<file path="config.mk">
export PLATFORM = sky130hd
export DESIGN_NAME = quad_decoder
export DESIGN_NICKNAME = d
export VERILOG_FILES = /design/src/rtl/quad_decoder.sv
export SDC_FILE = /design/constraint.sdc
export NUM_CORES = 1
export LEC_CHECK = 0
export ABC_CLOCK_PERIOD_IN_PS = 4900
export BUFFER_PORTS_ARGS = -buffer_cell sky130_fd_sc_hd__buf_4
export CAP_MARGIN = 20
export CORE_ASPECT_RATIO = 0.5
export CORE_MARGIN = 5
export CORE_UTILIZATION = 30
export CTS_CLUSTER_SIZE = 8
export DETAILED_ROUTE_END_ITERATION = 8
export HOLD_SLACK_MARGIN = 0.06
export PLACE_DENSITY_LB_ADDON = 0.12
export SYNTH_ARGS = -nofsm -noshare
export SYNTH_HDL_FRONTEND = slang
export SYNTH_SLANG_ARGS = --single-unit
</file>
<file path="constraint.sdc">
create_clock -name clk -period 4.9 [get_ports clk]
set_input_delay 0.49 -clock clk [delete_from_list [all_inputs] [get_ports clk]]
set_output_delay 0.49 -clock clk [all_outputs]
set_load 0.01 [all_outputs]
</file>
<file path="src/rtl/quad_decoder.sv">
// x4 quadrature decoder: synchronizes and debounces encoder phases A/B and
// turns valid Gray-code steps into a wrapping up/down position count.
module quad_decoder #(
  parameter int WIDTH    = 8,
  parameter int DEBOUNCE = 4
) (
  input  logic             clk,
  input  logic             reset,
  input  logic             a,
  input  logic             b,
  output logic [WIDTH-1:0] q,
  output logic             dir,
  output logic             step,
  output logic             err
);

  localparam logic [0:0]       ST_INIT   = 1'b0;
  localparam logic [0:0]       ST_RUN    = 1'b1;
  localparam logic [7:0]       DB_LAST   = 8'(DEBOUNCE - 1);
  localparam logic [8:0]       INIT_LAST = 9'(DEBOUNCE + 1);
  localparam logic [WIDTH-1:0] ONE       = WIDTH'(1);

  // Returns {filtered level, counter}; a level is accepted after DEBOUNCE differing samples.
  function automatic logic [8:0] deb_next(input logic s, input logic f, input logic [7:0] c);
    logic [8:0] r;
    if (s == f) begin
      r = {f, 8'd0};
    end else if (c == DB_LAST) begin
      r = {s, 8'd0};
    end else begin
      r = {f, c + 8'd1};
    end
    return r;
  endfunction

  logic             a_meta_q, sa_q, b_meta_q, sb_q;
  logic             fa_q, fa_d, fb_q, fb_d;
  logic [7:0]       cnt_a_q, cnt_a_d, cnt_b_q, cnt_b_d;
  logic             pa_q, pa_d, pb_q, pb_d;
  logic [0:0]       state_q, state_d;
  logic [8:0]       init_cnt_q, init_cnt_d;
  logic [WIDTH-1:0] q_q, q_d;
  logic             dir_q, dir_d, step_q, step_d, err_q, err_d;

  // Next-state: debounce, INIT absorption, and Gray-code step decode.
  always_comb begin
    state_d            = state_q;
    init_cnt_d         = init_cnt_q;
    {fa_d, cnt_a_d}    = deb_next(sa_q, fa_q, cnt_a_q);
    {fb_d, cnt_b_d}    = deb_next(sb_q, fb_q, cnt_b_q);
    pa_d               = fa_q;
    pb_d               = fb_q;
    q_d                = q_q;
    dir_d              = dir_q;
    step_d             = 1'b0;
    err_d              = err_q;
    case (state_q)
      ST_INIT: begin
        fa_d    = sa_q;
        fb_d    = sb_q;
        cnt_a_d = 8'd0;
        cnt_b_d = 8'd0;
        if (init_cnt_q == INIT_LAST) begin
          state_d = ST_RUN;
        end else begin
          init_cnt_d = init_cnt_q + 9'd1;
        end
      end
      ST_RUN: begin
        case ({pa_q, pb_q, fa_q, fb_q})
          4'b0001, 4'b0111, 4'b1110, 4'b1000: begin
            q_d    = q_q + ONE;
            dir_d  = 1'b1;
            step_d = 1'b1;
          end
          4'b0010, 4'b1011, 4'b1101, 4'b0100: begin
            q_d    = q_q - ONE;
            dir_d  = 1'b0;
            step_d = 1'b1;
          end
          // Both phases moved at once: position is ambiguous, so only flag it.
          4'b0011, 4'b1100, 4'b0110, 4'b1001: begin
            err_d = 1'b1;
          end
          default: begin
            step_d = 1'b0;
          end
        endcase
      end
      default: begin
        state_d = ST_INIT;
      end
    endcase
  end

  // State registers with synchronous reset.
  always_ff @(posedge clk) begin
    if (reset) begin
      a_meta_q   <= 1'b0;
      sa_q       <= 1'b0;
      b_meta_q   <= 1'b0;
      sb_q       <= 1'b0;
      fa_q       <= 1'b0;
      fb_q       <= 1'b0;
      cnt_a_q    <= 8'd0;
      cnt_b_q    <= 8'd0;
      pa_q       <= 1'b0;
      pb_q       <= 1'b0;
      state_q    <= ST_INIT;
      init_cnt_q <= 9'd0;
      q_q        <= {WIDTH{1'b0}};
      dir_q      <= 1'b0;
      step_q     <= 1'b0;
      err_q      <= 1'b0;
    end else begin
      a_meta_q   <= a;
      sa_q       <= a_meta_q;
      b_meta_q   <= b;
      sb_q       <= b_meta_q;
      fa_q       <= fa_d;
      fb_q       <= fb_d;
      cnt_a_q    <= cnt_a_d;
      cnt_b_q    <= cnt_b_d;
      pa_q       <= pa_d;
      pb_q       <= pb_d;
      state_q    <= state_d;
      init_cnt_q <= init_cnt_d;
      q_q        <= q_d;
      dir_q      <= dir_d;
      step_q     <= step_d;
      err_q      <= err_d;
    end
  end

  assign q    = q_q;
  assign dir  = dir_q;
  assign step = step_q;
  assign err  = err_q;

endmodule

</file>
==> After elaboration in Yosys (flattened, before gate mapping) <==
Cells that the tools add are included.
{ "classes": {"mux": 11, "n_bitwise": 2, "n_reduce_logical": 13, "n_eq_ne": 21, "n_addsub": 5} }
{ "op_table": {"columns": ["op", "count"], "rows": [
  ["$mux W9", 4],
  ["$add A8 B1 Y8 const B", 3],
  ["$eq A4 B4 Y1 const B", 6],
  ["$reduce_or A4 Y1", 5],
  ["$eq A8 B2 Y1 const B", 2],
  ["$pmux W8 S2", 1],
  ["$eq A4 B3 Y1 const B", 3],
  ["$reduce_and A2 Y1", 5],
  ["$add A9 B1 Y9 const B", 1],
  ["$eq A9 B3 Y1 const B", 1],
  ["$eq A4 B2 Y1 const B", 2],
  ["$reduce_or A8 Y1", 1],
  ["$sub A8 B1 Y8 const B", 1],
  ["$mux W1", 5],
  ["$eq A4 B1 Y1 const B", 1],
  ["$ne A2 B1 Y1 const B", 2],
  ["$ne A2 B2 Y1 const B", 2],
  ["$eq A1 B1 Y1", 2],
  ["$not A1 Y1", 2],
  ["$pmux W1 S2", 1],
  ["$reduce_bool A2 Y1", 1],
  ["$reduce_or A2 Y1", 1]
]} }
{ "word_totals": {"input_bits": 4, "register_bits": 45} }

==> Depth between registers and ports, before layout <==
{ "logic_depth": {"word_depth": 4, "depth_mapped": 10, "depth_no_buf": 9} }

==> Worst setup path after synthesis <==
No wires, ideal clock.
{ "synth_timing": {"path_type": "reg-to-reg", "startpoint": "register fa_q", "endpoint": "register q_q[7] (netlist: q[7])", "setup_slack_ps": 2522, "arrival_time_ps": 2254, "synth_period_minus_slack_ps": 2378, "setup_time_ps": 123, "stages_incl_launch_ff": 10, "required_time_ps": 4777, "path_cell_list": "dfxtp_1 > xor2_1 > and2_1 > clkbuf_1 > ha_1 > a211oi_1 > o2111ai_1 > nand3_1 > nor3b_1 > mux2_1"} }
{ "synth_via": {"elab_chain_cells": 4} }
{ "synth_lines": {"columns": ["element", "line_no", "source"], "rows": [
  ["start: declaration", "37", "logic fa_q, fa_d, fb_q, fb_d;"],
  ["start signal: assignment", "103", "fa_q <= 1'b0;"],
  ["start signal: assignment", "120", "fa_q <= fa_d;"],
  ["$eq A4 B2 Y1 (tied with other cells)", "70", "case ({pa_q, pb_q, fa_q, fb_q})"],
  ["$reduce_or A4 Y1", "70", null],
  ["$reduce_bool A2 Y1 (no source line)", null, null],
  ["$reduce_and A2 Y1 (no source line)", null, null],
  ["end signal: assignment", "111", "q_q <= {WIDTH{1'b0}};"],
  ["end signal: assignment", "128", "q_q <= q_d;"],
  ["end: declaration", "42", "logic [WIDTH-1:0] q_q, q_d;"]
]} }
Several ways; a longest one is shown, not always the timed one.
A chain may end at the register's enable or synchronous reset.

==> Worst setup path in the final report <==
Ends and elaborated chain as after synthesis.

==> impl_metrics.tcl <==
set metrics [dict create \
    outcome "finished, final reports clean" \
    cts_sinks 45 \
    die_h_um 68.4 \
    timing.setup.tns_ns 0 \
    worstSetupPathType "reg -> reg" \
    globalplace.congestion 0.735 \
    drt_wl_total_mm 3.65 \
    cpMaxStageDelayCell "dfxtp_1" \
    grt_start_max_net_pins 34 \
    clkLatencyLatePin_ns 0.28 \
    combPwrFrac_pct 4.6 \
    dieWidth_um 127 \
    slew_headroom_pct 66.2 \
    rsz0062_at_grt "no" \
    grtUsageTotal_pct 9.53 \
    finalHoldViolCount 0 \
    reg2reg_slack_ns 2.35 \
    cts_resized 0 \
    synth_area_um2 2050 \
    register_area_um2 901 \
    syn2layout_area_growth_pct 17.7 \
    startpoint_type "flop" \
    cts_tree "yes" \
    ir_worst_vdd_mv 0.121 \
    drive_above_1_share_pct 10.4 \
    cp_max_fo 10 \
    period_needed_ns 2.55 \
    seq_area_frac_synth_pct 44.0 \
    num-fill-cells 689 \
    synth.area.top_cells "dfxtp_1 44%, nor2_1 6.6%, xnor2_1 6.4%, xor2_1 6.4%, ha_1 6.1%" \
    drtPass1Iterations 4 \
    rr_endpoint "q[7]" \
    multi_input_area_um2 1090 \
    drv_cap 0 \
    place_ws_ns 2.33 \
    ctsLongestPathBuffers 2 \
    antenna_found_initial 0 \
    viasPerCell 4.47 \
    ys_types 36 \
    p_seq_share_pct 47.6 \
    drc 0 \
    arrival_ns 2.72 \
    hold_depth 2 \
    yosysTopAreaCell "dfxtp_1" \
    fin_nets 255 \
    synth_enable_flop_cells 0 \
    pwr_density_cell_nw_per_um2 334 \
    slowest_delay_ns 0.42 \
    syn_nets 240 \
    cts_buffers 5 \
    skew_ns 0.00328 \
    clock.fmax_ghz 0.391 \
    cts_setup_buffers 0 \
    antenna_cells 0 \
    synth_top_area_share_pct 44.0 \
    ant_nets 0 \
    internal_power_w 0.000645 \
    row_count 21 \
    switching_share_pct 19.7 \
    final_util_pct 36.3 \
    worst_pin_slew_ns 0.507 \
    globalRouteOverflowTotal 0 \
    maxSlewViolCount 0 \
    drt_iter0_drc 34 \
    leakage_nw 0.940 \
    reg2reg_from "fa_q" \
    port_buffers 14 \
    synth-seq-cells 45 \
    fin_crit_sh_pct 52.1 \
    min_to "b_meta_q" \
    hp-class "in -> reg" \
    finalWorstSetupSlack_ns 2.35 \
    core_area_um2 6650 \
    synthArstFlopShare_pct 0 \
    required_ns 5.06 \
    crit_chain "xor2_1 > and2_1 > ha_1 > a211oi_1 > o2111ai_1 > nand3_1 > nor3b_1 > mux2_1" \
    hold_buffers 0 \
    via_count 1487 \
    grt_pass1_wl_mm 6.63 \
    ios 15 \
    h-tree-depth 2 \
    grt_pass1_vias 1445 \
    ys.flop_type "dfxtp_1" \
    avgSynthCellArea_um2 9.10 \
    setup_violations 0 \
    detail_route.wl_per_cell_um 11.0 \
    cts.clk_slew.worst_paths_ns 0.06 \
    reg2reg_depth 8 \
    power_switching_w 0.000158 \
    yosysWarnings 0 \
    die_area_um2 8680 \
    hold_start "b" \
    clkPwrFrac_pct 47.8 \
    endpoint_kind "flop" \
    root_buffer "clkbuf_16" \
    dp_hpwl_mm 2.52 \
    start_util_pct 30.8 \
    netlist_instances 225 \
]
==> per-layer routing <==
metal | vias up | track usage, % | wire length, um
li1 | 785 | - | -
met4 | 0 | 3.21 | 42
met1 | 686 | 11.7 | 1870
met3 | 5 | 3.27 | 136
met2 | 11 | 15.9 | 1600
met5 | - | 0 | 0
==> synth_stat cells, types with 2 or more instances <==
cell and number:
nand2_1 19, xor2_1 15, nor3_1 2, inv_1 8, xnor2_1 15, mux2i_1 2
nor4b_1 4, dfxtp_1 45, and3_1 6, nor2_1 36, nor2b_1 9, a211oi_1 4
and2_1 2, ha_1 10, nor3b_1 2, o21ai_0 5, nand4_1 4, clkbuf_1 4
a21oi_1 10, nand3_1 7
==> cell families (layout without fill, tap and decap cells) <==
logic type      Yosys count  count (layout)  synth area share (%)
flops                    45              45                  44.0
fa+ha+maj                11              11                  7.09
simple gates             95              95                  22.8
compound gates           27              27                  8.80
mux                       3               3                  1.53
xor+xnor                 30              30                  12.8
buf+inv                  14              30                  2.93
==> power by group through the flow <==
| stage | Sequential [W] | Clock [W] | Combinational, W |
|---|---|---|---|
| after CTS | 0.000382 | 0.000402 | 0.0000378 |
| after detailed placement | 0.000391 | 0 | 0.0000374 |
| after global routing | 0.000384 | 0.000415 | 0.0000422 |
| after floorplan | 0.000388 | 0 | 0.0000296 |
| after global placement | 0.000391 | 0 | 0.0000370 |
| final | 0.000383 | 0.000384 | 0.0000371 |
==> sequential cells by signal, indices dropped and copies added (netlist names) <==
signal,flops
init_cnt_q,9
cnt_a_q,8
cnt_b_q,8
q,8
a_meta_q,1
b_meta_q,1
dir,1
err,1
fa_q,1
fb_q,1
pa_q,1
pb_q,1
sa_q,1
sb_q,1
state_q,1
step,1
==> area by class of cell <==
cell class / instances / area share (%)
multi-input combinational: 166 / 45.1
timing repair buffer: 14 / 4.36
clock buffer: 7 / 5.92
sequential: 45 / 37.4
inverter: 8 / 1.25
clock inverter: 1 / 1.25
tap: 92 / 4.78
==> critical path, delay by kind of cell (launching register included) <==
| family | cells | cell delay [ns] |
|---|---|---|
| XOR/XNOR | 1 | 0.15 |
| adder cells (fa/ha/maj) | 1 | 0.32 |
| flip-flops | 1 | 0.42 |
| AO/OA/AOI/OAI | 2 | 0.49 |
| multiplexers | 1 | 0.34 |
| AND/OR/NAND/NOR | 3 | 0.71 |
==> worst max-delay path by stage <==
stage	start	to	cells past startpoint	slack [ns]
floorplan	fa_q	q[7]	9	2.52
global placement	fa_q	q[7]	8	2.39
detailed placement	fb_q	q[7]	8	2.33
CTS	fb_q	q[7]	8	2.31
global route	fa_q	q[7]	8	2.13
finish	fa_q	q[7]	8	2.35
==> cell usage in the layout (no fill, tap or decap), types with 4 or more instances in the layout <==
cell / n
o21ai_0: 5
nand4_1: 4
ha_1: 10
clkbuf_16: 5
and3_1: 6
nor2b_1: 9
nor4b_1: 4
nor2_1: 36
xnor2_1: 15
inv_1: 8
a21oi_1: 10
nand3_1: 7
buf_4: 14
xor2_1: 15
dfxtp_1: 45
nand2_1: 19
a211oi_1: 4
==> per-stage QoR <==
| step | std cells | cell area [um2] | hold WS, ns | power, W |
|---|---|---|---|---|
| final | 333 | 2410 | 0.419 | 0.000804 |
| after detailed placement | 325 | 2240 | 0.434 | 0.000428 |
| after global placement | 325 | 2240 | 0.429 | 0.000428 |
| after global routing | 333 | 2410 | 0.419 | 0.000841 |
| after CTS | 333 | 2410 | 0.414 | 0.000822 |
| after floorplan | 225 | 2050 | 0.413 | 0.000418 |
Power figures use the tool's default switching activity.
